File: src/rtl/bf8b_pkg.sv
// Shared bf8b pipeline definitions: register-file defaults, RV32 opcodes,
// memory access sizes and the opcode-to-register-usage decode.
package bf8b_pkg;

  localparam int unsigned DEFAULT_REG_CNT        = 32;
  localparam int unsigned DEFAULT_REG_ADDR_WIDTH = $clog2(DEFAULT_REG_CNT);

  typedef enum logic [6:0] {
    OP_LOAD        = 7'b0000011,
    OP_INTEGER_IMM = 7'b0010011,
    OP_AUIPC       = 7'b0010111,
    OP_STORE       = 7'b0100011,
    OP_INTEGER_REG = 7'b0110011,
    OP_LUI         = 7'b0110111,
    OP_BRANCH      = 7'b1100011,
    OP_JALR        = 7'b1100111,
    OP_JAL         = 7'b1101111
  } opcode_t;

  typedef enum logic [1:0] {
    MEM_ACC_BYTE = 2'b00,
    MEM_ACC_HALF = 2'b01,
    MEM_ACC_WORD = 2'b10
  } mem_acc_t;

  typedef struct packed {
    logic uses_rs1;
    logic uses_rs2;
    logic writes_rd;
  } reg_use_t;

  // Which operands an opcode reads and whether it produces rd.
  function automatic reg_use_t decode_reg_use(input logic [6:0] opcode);
    reg_use_t u;
    u = '0;
    case (opcode)
      OP_LUI, OP_AUIPC, OP_JAL: begin
        u.writes_rd = 1'b1;
      end
      OP_JALR, OP_LOAD, OP_INTEGER_IMM: begin
        u.uses_rs1  = 1'b1;
        u.writes_rd = 1'b1;
      end
      OP_INTEGER_REG: begin
        u.uses_rs1  = 1'b1;
        u.uses_rs2  = 1'b1;
        u.writes_rd = 1'b1;
      end
      OP_STORE, OP_BRANCH: begin
        u.uses_rs1 = 1'b1;
        u.uses_rs2 = 1'b1;
      end
      default: ;
    endcase
    return u;
  endfunction

endpackage

File: src/rtl/sb_entry.sv
// One register's pending-write counter: saturating up/down with clear,
// reporting busy, full and an attempted decrement below zero.
module sb_entry
  import bf8b_pkg::*;
#(
  parameter int unsigned CNT_WIDTH = 2
) (
  input  logic clk,
  input  logic rst,
  input  logic inc,
  input  logic dec,
  input  logic clr,
  output logic busy,
  output logic full,
  output logic underflow
);

  logic [CNT_WIDTH-1:0] cnt_q;

  // Simultaneous inc and dec cancel, including at zero.
  always_ff @(posedge clk) begin
    if (rst || clr) begin
      cnt_q <= '0;
    end else if (inc && !dec && cnt_q != '1) begin
      cnt_q <= cnt_q + CNT_WIDTH'(1);
    end else if (dec && !inc && cnt_q != '0) begin
      cnt_q <= cnt_q - CNT_WIDTH'(1);
    end
  end

  assign busy      = (cnt_q != '0);
  assign full      = (cnt_q == '1);
  assign underflow = dec && (cnt_q == '0);

endmodule

File: src/rtl/scoreboard.sv
// Register-dependency scoreboard: tracks in-flight register writes between
// execute issue and writeback retire and gates decode-to-execute start.
module scoreboard
  import bf8b_pkg::*;
#(
  parameter int unsigned REG_CNT        = DEFAULT_REG_CNT,
  parameter int unsigned REG_ADDR_WIDTH = $clog2(REG_CNT),
  parameter int unsigned CNT_WIDTH      = 2,
  parameter int unsigned MAX_INFLIGHT   = 3
) (
  input  logic                              clk,
  input  logic                              rst,
  input  logic                              issue_valid,
  input  logic [REG_ADDR_WIDTH-1:0]         issue_rs1,
  input  logic [REG_ADDR_WIDTH-1:0]         issue_rs2,
  input  logic                              issue_uses_rs1,
  input  logic                              issue_uses_rs2,
  input  logic [REG_ADDR_WIDTH-1:0]         issue_rd,
  input  logic                              issue_writes_rd,
  output logic                              issue_ready,
  input  logic                              retire_valid,
  input  logic [REG_ADDR_WIDTH-1:0]         retire_rd,
  input  logic                              retire_wrote,
  input  logic                              flush,
  output logic [REG_CNT-1:0]                busy_regs,
  output logic [$clog2(MAX_INFLIGHT+1)-1:0] inflight,
  output logic                              err
);

  localparam int unsigned INFL_WIDTH = $clog2(MAX_INFLIGHT + 1);

  logic [REG_CNT-1:0]    rd_full;
  logic [REG_CNT-1:0]    underflow;
  logic [REG_CNT-1:1]    inc_vec;
  logic [REG_CNT-1:1]    dec_vec;
  logic [INFL_WIDTH-1:0] inflight_q;
  logic                  err_q;
  logic                  hazard;
  logic                  slot_free;
  logic                  rd_blocked;
  logic                  issue_fire;
  logic                  retire_illegal;

  // Readiness looks only at registered state and the issue_* operands.
  always_comb begin
    hazard     = (issue_uses_rs1 && busy_regs[issue_rs1]) ||
                 (issue_uses_rs2 && busy_regs[issue_rs2]);
    slot_free  = (inflight_q < INFL_WIDTH'(MAX_INFLIGHT));
    rd_blocked = issue_writes_rd && rd_full[issue_rd];
    issue_ready = !hazard && slot_free && !rd_blocked;
  end

  assign issue_fire = issue_valid && issue_ready;

  always_comb begin
    inc_vec = '0;
    dec_vec = '0;
    for (int unsigned i = 1; i < REG_CNT; i++) begin
      inc_vec[i] = issue_fire && issue_writes_rd && (issue_rd == REG_ADDR_WIDTH'(i));
      dec_vec[i] = retire_valid && retire_wrote && (retire_rd == REG_ADDR_WIDTH'(i));
    end
  end

  assign busy_regs[0] = 1'b0;
  assign rd_full[0]   = 1'b0;
  assign underflow[0] = 1'b0;

  for (genvar i = 1; i < REG_CNT; i++) begin : g_entry
    sb_entry #(
      .CNT_WIDTH (CNT_WIDTH)
    ) u_entry (
      .clk       (clk),
      .rst       (rst),
      .inc       (inc_vec[i]),
      .dec       (dec_vec[i]),
      .clr       (flush),
      .busy      (busy_regs[i]),
      .full      (rd_full[i]),
      .underflow (underflow[i])
    );
  end

  assign retire_illegal = retire_valid && ((inflight_q == '0) || (|underflow));

  // Flush drops any same-cycle issue/retire, so it also masks their errors.
  always_ff @(posedge clk) begin
    if (rst) begin
      inflight_q <= '0;
      err_q      <= 1'b0;
    end else begin
      if (flush) begin
        inflight_q <= '0;
      end else if (issue_fire && !retire_valid) begin
        inflight_q <= inflight_q + INFL_WIDTH'(1);
      end else if (!issue_fire && retire_valid && inflight_q != '0) begin
        inflight_q <= inflight_q - INFL_WIDTH'(1);
      end
      if (!flush && retire_illegal) begin
        err_q <= 1'b1;
      end
    end
  end

  assign inflight = inflight_q;
  assign err      = err_q;

endmodule

File: config.mk
export PLATFORM = sky130hd
export DESIGN_NAME = scoreboard
export DESIGN_NICKNAME = d
export VERILOG_FILES = /design/src/rtl/bf8b_pkg.sv /design/src/rtl/sb_entry.sv /design/src/rtl/scoreboard.sv
export SDC_FILE = /design/constraint.sdc
export NUM_CORES = 1
export LEC_CHECK = 0
export BUFFER_PORTS_ARGS = -buffer_cell sky130_fd_sc_hd__buf_2
export CORE_MARGIN = 10
export CORE_UTILIZATION = 50
export CTS_CLUSTER_DIAMETER = 100
export DETAILED_ROUTE_END_ITERATION = 7
export GPL_ROUTABILITY_DRIVEN = 0
export PLACE_DENSITY = 0.73
export SYNTH_ARGS = -nofsm -noshare
export SYNTH_HDL_FRONTEND = slang
export SYNTH_HIERARCHICAL = 1
export SYNTH_SLANG_ARGS = --single-unit
File: constraint.sdc
create_clock -name clk -period 3.4 [get_ports clk]
set_clock_uncertainty 0.2 [all_clocks]
set_input_delay 0.68 -clock clk [delete_from_list [all_inputs] [get_ports clk]]
set_output_delay 0.68 -clock clk [all_outputs]
set_load 0.02 [all_outputs]
======== Word-level counts from Yosys, hierarchy flattened ========
Cells that the tools add are included.
storage, ports and cells
  register bits after elaboration ......... 65
  word-level logic and storage cells ...... 693
cells by class
  equal/unequal tests ..................... 124
  reductions and logical operators ........ 398
  $add $sub $neg .......................... 64
  mux-type cells .......................... 70
  magnitude comparators ................... 4
operators with widths
  operator                                                     number
  logical AND 1 bit                                            230
  == test 5 bit (second input constant)                        32
  two-way mux 2 bit                                            64
  nonzero test 2 bit                                           64
  == test 5 x 4 -> 1 bit (second input constant)               16
  zero test 1 bit                                              67
  adder 2 x 1 -> 2 bit (second input constant)                 32
  zero test 2 bit                                              32
  subtractor 2 x 1 -> 2 bit (second input constant)            32
  == test 2 bit (second input constant)                        31
  != test 2 bit (second input constant)                        31
  == test 5 x 3 -> 1 bit (second input constant)               8
  OR reduction 31 bit                                          1
  == test 5 x 2 -> 1 bit (second input constant)               4
  less-than comparator 5 x 6 -> 1 bit (second input constant)  3
  binary-select mux 1 bit (select 5 bit)                       3
  == test 5 x 1 -> 1 bit (second input constant)               2
  logical OR 1 bit                                             3
  two-way mux 1 bit                                            3
  less-than comparator 2 bit (second input constant)           1
  OR reduction 2 bit                                           1

======== Depth between registers and ports, before layout ========
Gate-level depths: netlist of the first run.
  depth in word-level cells ............... 16
  gate-level depth with buffers ........... 13
  depth with buffers taken out ............ 12

======== By module ========
Netlist of the first run, hierarchy kept.
modules (own cells, without submodules)
  module      times used  area each (um2)  seq. area each (um2)  cells an instance
  sb_entry    31          130.1            40.0                  16
  scoreboard  1           1,694.1          60.1                  242

======== Worst setup path before layout of the first run ========
No wires, ideal clock.
  kind .................................... input to register
  start ................................... in issue_rd[1]
  end ..................................... reg g_entry[18].u_entry.cnt_q[0]
  stages .................................. 13
  path buffers ............................ 3
  setup slack ............................. -258 ps
  library setup time ...................... 103 ps
  data required time ...................... 3,097 ps
  data arrival time ....................... 3,354 ps
  path through ............................ buf_2 buf_1 mux2i_1 nand3_1 nand4_1 a41oi_1 a2111oi_4 o211ai_4 buf_6 nor3_1 nor2b_1 nor3_1 a2111oi_2
between the ends
  longest elaborated chain between the ends .. 12
  elaborated cells between the ends (all ways) .. 16
  classes of those cells .................. 1 x eq/ne; 3 x mux; 12 x reduce/logical
ends and longest elaborated chain
  what                                     RTL line          RTL
  start: declaration                       scoreboard.sv:18  input logic [REG_ADDR_WIDTH-1:0] issue_rd,
  binary-select mux 1 bit (select 5 bit)   scoreboard.sv:49  rd_blocked = issue_writes_rd && rd_full[issue_rd];
  two-way mux 1 bit (implied by the code)  scoreboard.sv:49
  logical AND 1 bit                        scoreboard.sv:49
  zero test 1 bit                          scoreboard.sv:50  issue_ready = !hazard && slot_free && !rd_blocked;
  logical AND 1 bit                        scoreboard.sv:50
  logical AND 1 bit                        scoreboard.sv:53  assign issue_fire = issue_valid && issue_ready;
  logical AND 1 bit                        scoreboard.sv:59  inc_vec[i] = issue_fire && issue_writes_rd && (issue_rd == REG_ADDR_WIDTH'(i));
  logical AND 1 bit *                      scoreboard.sv:59
  net inc_vec, one bit                     scoreboard.sv:34  logic [REG_CNT-1:1] inc_vec;
  zero test 1 bit                          sb_entry.sv:26    end else if (dec && !inc && cnt_q != '0) begin
  logical AND 1 bit (2 in series)          sb_entry.sv:26
  nonzero test 2 bit (no source line)      --
  end signal: assignment                   sb_entry.sv:25    cnt_q <= cnt_q + CNT_WIDTH'(1);
  end signal: assignment                   sb_entry.sv:27    cnt_q <= cnt_q - CNT_WIDTH'(1);
  end: declaration                         sb_entry.sv:18    logic [CNT_WIDTH-1:0] cnt_q;
The timed path passes the listed nets; every way through them passes the cells marked *. The select of a mux whose other input is x is not followed.
A chain may end at the register's enable or synchronous reset.

======== Worst setup path in the final report of the first run ========
  start ................................... in issue_rd[0]
  end ..................................... out issue_ready
between the ends
  longest elaborated chain between the ends .. 5
ends and longest elaborated chain
  what                                     RTL line          RTL
  binary-select mux 1 bit (select 5 bit)   scoreboard.sv:49
  two-way mux 1 bit (implied by the code)  scoreboard.sv:49
  logical AND 1 bit                        scoreboard.sv:49
  zero test 1 bit                          scoreboard.sv:50
  logical AND 1 bit                        scoreboard.sv:50
  end: declaration                         scoreboard.sv:20  output logic issue_ready,
No other way between the ends. The select of a mux whose other input is x is not followed.

==> implementation parameters, run 1 <==
Parameter                              Value

Setup path
  Worst flop-to-flop path startpoint ... g_entry[8].u_entry/cnt_q[1]
  Nature of the critical path startpoint ... input pin
  Worst path required time ... 2520 ps
  Setup slack of the worst register-to-register path ... -40 ps
  Path type of the worst setup path ... input pin to output pin
  Cell count of the worst reg-to-reg path ... 15
  Worst EP arrival ... 2590 ps
  Crit Reg-Reg Endpoint ... g_entry[26].u_entry/cnt_q[1]
  Crit end category ... output pin
  Worst path cell trace ... buf_2 -> buf_4 -> nor2b_1 -> nand2_1 -> nand4_1 -> a41oi_2 -> a2111oi_4 -> o211ai_4 -> buf_12 -> clkinv_4 -> buf_6
  Slowest stage cell, crit path ... a2111oi_4
  Worst path max stage delay ... 380 ps
  Peak fanout along the critical path ... 8

Global routing
  Overall global routing resource usage ... 24.94%
  Number of global-route vias before repair ... 6316
  Maximum number of pins on one net before global-route repair ... 64
  Total congestion overflow after global routing ... 0
  Number of antenna violations at the first check in global routing ... 0
  First-pass GRT wire length ... 32550 um

Floorplanning
  Die extent in x ... 127.0 um
  Row Count ... 39
  Effective utilization at floorplan ... 50.60%
  Number of ports placed on the die boundary ... 65
  DIE AREA ... 16140 um^2
  Area of the placeable core ... 11320 um^2
  Chip height ... 127.0 um

Power
  Total design power ... 1970 uW
  Peak supply drop ... 0.2482 mV
  PD cells ... 241.9 nW/um^2
  Static leakage ... 0.003180 uW

Clock network
  Number of buffers on the longest clock path ... 2
  Hold buffers post-CTS ... 0
  TritonCTS clock tree ... built
  Clock Pin Slew Worst Setup and Hold Paths ... 60 ps
  Clock latency at the later pin of the worst-skew pair ... 350 ps
  Clock Tree Root ... clkbuf_16
  Total number of clock tree sinks ... 65
  Clock buffer count from CTS ... 9
  Clock H-tree levels ... 3

Run status
  Failing checks ... negative setup slack
  Outcome ... complete, but fails checks

Yosys
  Net Count, Synth ... 767
  Flop and latch count out of synthesis ... 65
  Mapped cell area ... 5728 um^2
  Number of distinct library cells after synthesis ... 52
  Most common flop cell mapped by yosys ... dfxtp_1
  Largest cells by area after synthesis ... dfxtp_1, a2111oi_2, nand2b_1
  Gate count after technology mapping ... 738
  Cell type with the highest aggregate area in the netlist ... dfxtp_1
  Share of synthesized area occupied by flip-flops and latches ... 22.72%
  Yosys synthesis warning count ... 6
  Number of flops mapped to enable cells by yosys ... 0
  Async SR Flop Fraction ... 0%
  Syn_area_per_cell ... 7.762 um^2
  Fraction of synthesized cell area taken by the top area cell type ... 22.72%

Cells and area
  Layout overhead on the synthesized area ... 42.16%
  Commonest non-fill, non-tap cell in the layout ... buf_4
  Area of the multi-input gates ... 5049 um^2
  Ant diodes ... 0
  Highest-count cells in the layout ignoring fill and taps ... buf_4, nor2_1, dfxtp_1
  Final instance area ... 8143 um^2
  Share of layout cells above drive strength 1 ... 43.78%
  Net count of the finished layout ... 927
  Area of all sequential standard cells ... 1306 um^2
  Count of placed standard cells in the final layout, fillers left out ... 1043
  Final-layout fill cell count ... 813

Route
  Initial DRT Pass Iterations ... 6
  Number of DRC markers in iteration 0 ... 781
  Detailed-route wire length on metal 1 ... 8070 um
  Vias ... 6634
  Post-DR wirelength/cell ... 20.35 um
  Total wirelength of the detailed-routed design ... 21230 um
  Number of DRC violations after detailed routing ... 0
  Highest routing layer actually used ... met4
  Total met3 wirelength after detailed routing ... 1994 um
  Remaining antenna violation count ... 0
  Via count normalized by instance count ... 6.360
  Met2 WL ... 10100 um

STA
  Tightest Pin Transition ... 1030 ps
  Period Utilization, post-route ... 102.1%
  Final Hold Viols ... 0
  Final count of pins violating max slew ... 0
  Max Freq ... 288.2 MHz
  Relative max-transition margin ... 31.12%
  RSZ-0062 raised after global routing ... yes
  Setup TNS after final layout ... -163.5 ps
  Final worst path period need ... 3470 ps
  Final setup slack of the worst path ... -69.93 ps
  Number of failing setup endpoints in the final timing report ... 4

Place
  Placement Setup Slack ... -531.9 ps
  Placed Instances ... 1011
  Cell area after placement ... 6972 um^2
  # port buffers ... 63
  DP HPWL ... 15080 um

Min path
  Type of the tightest min-delay check ... flop to flop
  Min-delay src ... err
  Number of cells on the worst hold path ... 2
  End point of the most critical hold path ... err

Run
  Max-cap violations ... 0
sequential cells by signal, indices dropped and copies added (netlist names):
| register | cells |
|---|---|
| inflight | 2 |
| g_entry.u_entry/cnt_q | 62 |
| err | 1 |
Yosys cell counts, drive strengths merged, types with 4 or more instances:
cell type	count
mux4	9
mux2i	26
buf	8
nor4	7
nand4	8
inv	36
o21ai	64
and3b	31
nand3	15
nand2b	69
nor3	64
a211oi	32
or2	33
clkbuf	10
nand2	49
mux2	4
and2	31
nor2	73
nor2b	40
dfxtp	65
a2111oi	33
repair_timing:
| item | 4_1_cts | 5_1_grt |
|---|---|---|
| buffers inserted | 9 | 10 |
| gates cloned | 1 | 0 |
| setup endpoints to repair | 38 | 60 |
| resized for setup | 85 | 78 |
| pin swaps | 20 | 43 |
metrics by stage:
stage,hold WS [ps],util [%]
after floorplan,270.0,-
after global placement,246.8,61.58
after detailed placement,265.8,61.58
after CTS,281.9,67.88
after global routing,306.3,71.93
final,276.9,71.93
logic make-up (layout without fill, tap and decap cells):
group | count (synthesis) | in the layout | share of synthesized area, %
compound gates | 150 | 150 | 21.87
buf+inv | 54 | 216 | 4.281
flops | 65 | 65 | 22.72
mux | 39 | 39 | 9.065
other cells | 1 | 1 | 0.06547
simple gates | 429 | 429 | 42.01
worst max-delay path: cells and delay by family:
kind            cells  cell delay, ps
buf+inv             5             620
compound gates      3             720
simple gates        3             550
layout make-up:
| cell class | instances | area share, % |
|---|---|---|
| multi-input cells | 619 | 62.00 |
| flip-flops and latches | 65 | 16.04 |
| repair buffers | 167 | 14.95 |
| clock buffers | 12 | 3.027 |
| well taps | 143 | 2.197 |
| inverters | 36 | 1.721 |
| clock inverters | 1 | 0.06146 |
power breakdown:
part / internal, uW / switching [uW]
combinational: 128 / 229
clock: 500 / 347
sequential: 764 / 2.19
worst max path at each step:
stage,startpoint,end,slack [ps],depth (start not counted)
CTS,g_entry[3].u_entry/cnt_q[0],issue_ready,-60,11
finish,issue_rd[0],issue_ready,-70,11
floorplan,issue_rs1[0],g_entry[19].u_entry/cnt_q[0],-70,12
global route,g_entry[16].u_entry/cnt_q[0],g_entry[8].u_entry/cnt_q[0],-180,13
detailed placement,issue_rd[1],g_entry[14].u_entry/cnt_q[0],-530,13
global placement,issue_rd[1],g_entry[19].u_entry/cnt_q[0],-270,12
metal layers:
layer | vias up | global-route usage [%]
li1 | 3006 | -
met1 | 3163 | 29.24
met2 | 372 | 41.34
met3 | 93 | 6.038
met4 | 0 | 13.13
met5 | - | 0
Note: power is estimated with default switching activity, not from simulation.
==> run 2, diff against run 1 <==
Settings changed: REMOVE_ABC_BUFFERS set to 1, SLEW_MARGIN set to 0.
Clock period 3.4 ns to 3.1 ns, I/O delays scaled along.
==> run 2 against run 1 <==
Net effect:
- the run still ends with negative setup slack left
- sequential share of layout area decreased by 1.0 points
- core utilization increased by 4.9 points
- global-route usage increased by 2.3 points
- final cell count increased by 8.1%
- worst hold slack got worse by 1.4 ps
- flip-flop and latch count unchanged
- die area unchanged
- total power increased by 17%
- setup slack got worse by 480 ps
==> implementation parameters, run 2 (synthesis results as in run 1) <==
Parameter                              Value

Run status
  Failing checks ... negative setup slack
  Outcome ... complete, but fails checks

Power
  Net switching power ... 666.0 uW
  Static leakage ... 0.003554 uW
  Peak supply drop ... 0.2360 mV
  Switching power as a share of total power ... 28.83%
  Part of the power in combinational logic ... 18.5%
  Share of power burned in the clock network ... 45.1%
  PD cells ... 265.7 nW/um^2
  Internal power contribution ... 1644 uW
  Part of the power in registers ... 36.3%

Floorplanning
  DIE AREA ... 16140 um^2
  Effective utilization at floorplan ... 50.60%
  Chip height ... 127.0 um
  Area of the placeable core ... 11320 um^2
  Row Count ... 39
  Die extent in x ... 127.0 um
  Number of ports placed on the die boundary ... 65

Cells and area
  Highest-count cells in the layout ignoring fill and taps ... buf_4, nor2_1, dfxtp_1, buf_2, nand2b_1
  Finished Core Util ... 76.80%
  Net count of the finished layout ... 1008
  Number of flip-flops under the largest register name ... 62
  Ant diodes ... 0
  Layout overhead on the synthesized area ... 51.79%
  Commonest non-fill, non-tap cell in the layout ... buf_4
  Count of placed standard cells in the final layout, fillers left out ... 1127
  Largest Register ... g_entry.u_entry/cnt_q
  Final-layout fill cell count ... 705
  Share of layout cells above drive strength 1 ... 49.49%

Global routing
  Overall global routing resource usage ... 27.21%
  First-pass GRT wire length ... 35610 um
  Maximum number of pins on one net before global-route repair ... 64
  Number of antenna violations at the first check in global routing ... 0
  Number of global-route vias before repair ... 6995
  Total congestion overflow after global routing ... 0

Place
  Placed Instances ... 1090
  # port buffers ... 63
  Placement Setup Slack ... -746.9 ps
  DP HPWL ... 15790 um

Setup path
  Crit end category ... output pin
  Worst setup startpoint ... issue_rd[1]
  Worst flop-to-flop path startpoint ... g_entry[22].u_entry/cnt_q[1]
  Nature of the critical path startpoint ... input pin
  Peak fanout along the critical path ... 7
  Path type of the worst setup path ... input pin to output pin
  Setup slack of the worst register-to-register path ... -450 ps
  Crit Reg-Reg Endpoint ... g_entry[17].u_entry/cnt_q[1]
  Worst EP arrival ... 2830 ps
  Worst path required time ... 2280 ps
  Crit path max-delay family ... compound AO/OA/AOI/OAI gates
  Worst path max stage delay ... 440 ps
  Crit path capture ... issue_ready
  Slowest stage cell, crit path ... mux2i_1
  Stages on the worst setup path ... 12
  Worst path cell trace ... buf_4 -> buf_12 -> buf_4 -> mux2i_1 -> nand2_1 -> nand4_1 -> a41oi_2 -> a2111oi_4 -> o211ai_4 -> buf_12 -> clkinv_4 -> buf_6
  Buf/Inv on CP ... 6
  Cell count of the worst reg-to-reg path ... 16

STA
  Final Hold Viols ... 0
  Max Freq ... 274.0 MHz
  Number of failing setup endpoints in the final timing report ... 63
  Final count of pins violating max slew ... 0
  Period Utilization, post-route ... 117.7%
  Tightest Pin Transition ... 983.7 ps
  Relative max-transition margin ... 34.24%
  Final setup slack of the worst path ... -549.7 ps
  RSZ-0062 raised after global routing ... yes
  Final worst path period need ... 3650 ps

Route
  Highest routing layer actually used ... met4
  Number of DRC violations after detailed routing ... 0
  Via count normalized by instance count ... 6.436
  Total wirelength of the detailed-routed design ... 24600 um
  Total met3 wirelength after detailed routing ... 2873 um
  Initial DRT Pass Iterations ... 8
  Vias ... 7253
  Remaining antenna violation count ... 0
  Detailed-route wire length on metal 1 ... 8611 um
  Met2 WL ... 11400 um
  Post-DR wirelength/cell ... 21.83 um
  Number of DRC markers in iteration 0 ... 924

Clock network
  Clock Pin Slew Worst Setup and Hold Paths ... 60 ps
  Hold buffers post-CTS ... 0
  Total number of clock tree sinks ... 65
  TritonCTS clock tree ... built
  Clock H-tree levels ... 3
  Clock latency at the later pin of the worst-skew pair ... 350 ps
  Clock Tree Root ... clkbuf_16
  Clock buffer count from CTS ... 9
  Number of buffers on the longest clock path ... 2

Run
  Max-cap violations ... 0

Min path
  Type of the tightest min-delay check ... input pin to flop
## run 2: cell count changes in the layout (fill, tap and decap cells not counted), sizes merged
cell and change:
clkbuf +1, bufinv +1, clkinv +1, buf +81
## run 2: worst min-delay path by stage
stage / startpoint / end / depth (start not counted)
global route: flush / g_entry[24].u_entry/cnt_q[1] / 2
global placement: err / err / 2
finish: flush / g_entry[24].u_entry/cnt_q[1] / 2
CTS: flush / g_entry[24].u_entry/cnt_q[1] / 2
detailed placement: err / err / 2
floorplan: g_entry[10].u_entry/cnt_q[1] / g_entry[10].u_entry/cnt_q[1] / 2
## run 2: layer usage
| layer | vias up | track usage (%) |
|---|---|---|
| met3 | 196 | 8.147 |
| met5 | - | 0 |
| met4 | 0 | 14.80 |
| met2 | 535 | 43.96 |
| met1 | 3352 | 31.74 |
| li1 | 3170 | - |
## run 2: what timing repair did
action	in CTS	in global routing
setup buffers	10	11
gates cloned	3	0
resized for setup	111	94
setup endpoints to repair	63	63
hold endpoints to repair	0	0
pin swaps	26	42
## run 2: power by group through the flow
stage	logic, uW	registers (uW)	clock network, uW
2_1_floorplan	107	860	0
3_3_place_gp	289	857	0
3_5_place_dp	297	858	0
4_1_cts	381	840	1050
5_1_grt	440	839	1090
6_report	428	840	1040
## run 2: layout make-up
class                           instances  area [um^2]  area share, %
Timing Repair Buffer                  248         1843          21.20
Clock inverter                          3        40.04         0.4605
Clock buffer                           13        250.2          2.878
Sequential cell                        65         1308          15.04
Tap cell                              143        178.9          2.058
Inverter                               36        140.1          1.612
Multi-Input combinational cell        619         4935          56.76
## run 2: stage by stage
stage	cell area (um^2)	hold slack, ps	total power (uW)	TNS, ps
6_report	8695	275.5	2310	-25870
5_1_grt	8695	273.4	2370	-34580
4_1_cts	8252	272.2	2266	-14950
3_5_place_dp	7381	290.6	1155	-37650
3_3_place_gp	7381	268.6	1147	-28610
2_1_floorplan	5618	270.0	967.1	-24350
==> run 3, diff against run 2 <==
Settings changed: SYNTH_HIERARCHICAL 1 to unset.
==> run 3 against run 2 <==
Net effect:
- the flow finishes with violations (design-rule violations, negative setup slack)
- critical path depth decreased by 5
- worst hold slack got worse by 0.99 ps
- maximum frequency increased by 15%
- critical endpoint unchanged
- largest cell class unchanged
==> implementation parameters, run 3 <==
Parameter                              Value

Run status
  Outcome ... complete, but fails checks
  Failing checks ... design-rule violations, negative setup slack

Setup path
  Worst EP arrival ... 2360 ps
  Worst flop-to-flop path startpoint ... g_entry[19].u_entry.cnt_q[0]
  Most Frequent Cell on Critical Path ... mux4_2
  Setup slack of the worst register-to-register path ... -50 ps
  Crit path max-delay family ... multiplexers
  Slowest stage cell, crit path ... mux4_2
  Nature of the critical path startpoint ... flop
  Worst path required time ... 2280 ps
  Worst path cell trace ... or2_4 -> mux4_2 -> mux4_2 -> nand2b_4 -> nand2_8 -> nor2_4 -> buf_6
  Path type of the worst setup path ... flop to output pin
  Buf/Inv on CP ... 1
  Cell count of the worst reg-to-reg path ... 10
  Worst path max stage delay ... 530 ps
  Crit Reg-Reg Endpoint ... g_entry[25].u_entry.cnt_q[0]
  Peak fanout along the critical path ... 3
  Crit end category ... output pin

Yosys
  Share of synthesized area occupied by flip-flops and latches ... 23.14%
  Fraction of synthesized cell area taken by the top area cell type ... 23.14%
  Largest cells by area after synthesis ... dfxtp_1, nand2_1, mux4_2
  Leading post-synthesis cells by instance count ... nand2_1, nor2_1, dfxtp_1
  Async SR Flop Fraction ... 0%
  Mapped cell area ... 5623 um^2
  Top-count cell post-synth ... nand2_1
  Yosys synthesis warning count ... 0
  Number of distinct library cells after synthesis ... 83
  Gate count after technology mapping ... 772
  Syn_area_per_cell ... 7.284 um^2
  Flop and latch count out of synthesis ... 65
  Most common flop cell mapped by yosys ... dfxtp_1
  Number of flops mapped to enable cells by yosys ... 0
  Cell type with the highest aggregate area in the netlist ... dfxtp_1

Cells and area
  Commonest non-fill, non-tap cell in the layout ... buf_4
  Count of placed standard cells in the final layout, fillers left out ... 1041
  Final-layout fill cell count ... 944
  Highest-count cells in the layout ignoring fill and taps ... buf_4, nand2_1, nor2_1
  Net count of the finished layout ... 923
  Layout overhead on the synthesized area ... 27.28%
  Largest Register ... g_entry.u_entry.cnt_q
  Number of flip-flops under the largest register name ... 62
  Share of layout cells above drive strength 1 ... 32.15%
  Finished Core Util ... 65.45%

Clock network
  Number of buffers on the longest clock path ... 2
  Clock latency at the later pin of the worst-skew pair ... 350 ps
  TritonCTS clock tree ... built
  Clock H-tree levels ... 3
  Clock Tree Root ... clkbuf_16
  Clock buffer count from CTS ... 9
  Total number of clock tree sinks ... 65
  Hold buffers post-CTS ... 0
  Clock Pin Slew Worst Setup and Hold Paths ... 50 ps

Global routing
  First-pass GRT wire length ... 35300 um
  Maximum number of pins on one net before global-route repair ... 28
  Total congestion overflow after global routing ... 0
  Number of antenna violations at the first check in global routing ... 1
  Number of global-route vias before repair ... 6746
  Overall global routing resource usage ... 27.37%

Route
  Post-DR wirelength/cell ... 22.20 um
  Remaining antenna violation count ... 0
  Vias ... 7152
  Initial DRT Pass Iterations ... 8
  Number of DRC violations after detailed routing ... 38
  Total wirelength of the detailed-routed design ... 23110 um
  Via count normalized by instance count ... 6.870
  Number of DRC markers in iteration 0 ... 1149

Place
  # port buffers ... 63
  Placed Instances ... 1017
  DP HPWL ... 17730 um

Min path
  Type of the tightest min-delay check ... flop to flop
  Number of cells on the worst hold path ... 2
  Min-delay src ... err
  End point of the most critical hold path ... err

STA
  Number of failing setup endpoints in the final timing report ... 5
  Tightest Pin Transition ... 646.6 ps
  Setup TNS after final layout ... -175.9 ps
  RSZ-0062 raised after global routing ... yes
  Period Utilization, post-route ... 102.6%
  Final setup slack of the worst path ... -79.33 ps
  Final count of pins violating max slew ... 0
  Max Freq ... 314.5 MHz
  Final Hold Viols ... 0
  Relative max-transition margin ... 56.77%
  Final worst path period need ... 3179 ps
  Worst hold-check slack ... 274.5 ps

Floorplanning
  Number of ports placed on the die boundary ... 65
  Area of the placeable core ... 10940 um^2
  Row Count ... 38
  Die extent in x ... 126.0 um
  DIE AREA ... 15890 um^2
  Chip height ... 126.0 um
  Effective utilization at floorplan ... 51.42%

Run
  Max-cap violations ... 0

Power
  Static leakage ... 0.002912 uW
  Peak supply drop ... 0.4739 mV
  PD cells ... 327.0 nW/um^2
==> run 3: cell count changes in the layout (fill, tap and decap cells not counted), moves of 23 or more <==
| cell | change |
|---|---|
| o21ai_1 | -34 |
| buf_4 | -57 |
| a21oi_1 | +38 |
| and3b_1 | -31 |
| nor2b_4 | -23 |
| nand2_1 | +42 |
| a2111oi_2 | -31 |
| and2_2 | -30 |
| o21ai_0 | +34 |
| nand2b_1 | -30 |
==> run 3: routing by layer <==
| metal | share of wire (%) | vias to the layer above | global-route usage [%] | wire (um) |
|---|---|---|---|---|
| li1 | - | 3060 | - | - |
| met1 | 35 | 3240 | 32.46 | 8163 |
| met2 | 43 | 663 | 41.92 | 9891 |
| met3 | 14 | 187 | 10.36 | 3349 |
| met4 | 7.2 | 2 | 14.74 | 1665 |
| met5 | 0.16 | - | 0 | 37 |
==> run 3: what timing repair did <==
| action | in CTS | in global routing |
|---|---|---|
| endpoints found under the setup margin | 3 | 56 |
| pin swaps | 6 | 8 |
| gates resized for setup | 23 | 40 |
| setup buffers | 5 | 1 |
==> run 3: stage by stage <==
stage	total power (uW)	instance area (um^2)	setup WS (ps)
2_1_floorplan	1014	5202	-130.2
3_3_place_gp	1215	6541	-206.5
3_5_place_dp	1220	6541	-367.8
4_1_cts	2306	6968	-93.92
5_1_grt	2398	7152	-128.8
6_report	2340	7157	-79.33
==> run 3: worst max path at each step <==
stage,from,endpoint,slack (ps),cells past startpoint
finish,g_entry[19].u_entry.cnt_q[0],issue_ready,-80,7
global route,g_entry[27].u_entry.cnt_q[1],issue_ready,-130,7
CTS,g_entry[19].u_entry.cnt_q[0],issue_ready,-90,7
detailed placement,issue_rs2[3],g_entry[21].u_entry.cnt_q[0],-370,11
global placement,issue_rs2[2],g_entry[25].u_entry.cnt_q[0],-210,10
floorplan,issue_rd[1],g_entry[18].u_entry.cnt_q[0],-130,8
==> run 3: cell families after synthesis <==
kind of cell              after synthesis  synth area share (%)
AOI/OAI and AO/OA                     219                 26.46
xor gates and xnor gates                3                0.4674
and+or+nand+nor                       354                 31.91
muxes                                  26                 8.144
DFF                                    65                 23.14
buffers and inverters                 104                 9.813
other                                   1               0.06669
==> run 3: power by group <==
group | total (uW) | internal, uW | leakage, uW | switching [uW]
registers | 841 | 838 | 0.000528 | 2.75
logic | 427 | 156 | 0.00223 | 271
clock network | 1070 | 687 | 0.000153 | 385
==> run 3: final cells by class <==
type / instances / area, um^2 / share of cell area, %
Antenna cell: 2 / 5.005 / 0.06993
Clock buffer: 14 / 274.0 / 3.829
Clock inverter: 2 / 35.03 / 0.4895
Inverter: 35 / 137.6 / 1.923
Multi-Input combinational cell: 603 / 3998 / 55.86
Sequential cell: 65 / 1313 / 18.34
Tap cell: 140 / 175.2 / 2.448
Timing Repair Buffer: 180 / 1220 / 17.05
==> run 3: worst min-delay path: cells and delay by family, from the launching register on <==
kind / cells / cell delay, ps
AOI/OAI and AO/OA: 1 / 60
buffers and inverters: 1 / 50
DFF: 1 / 310
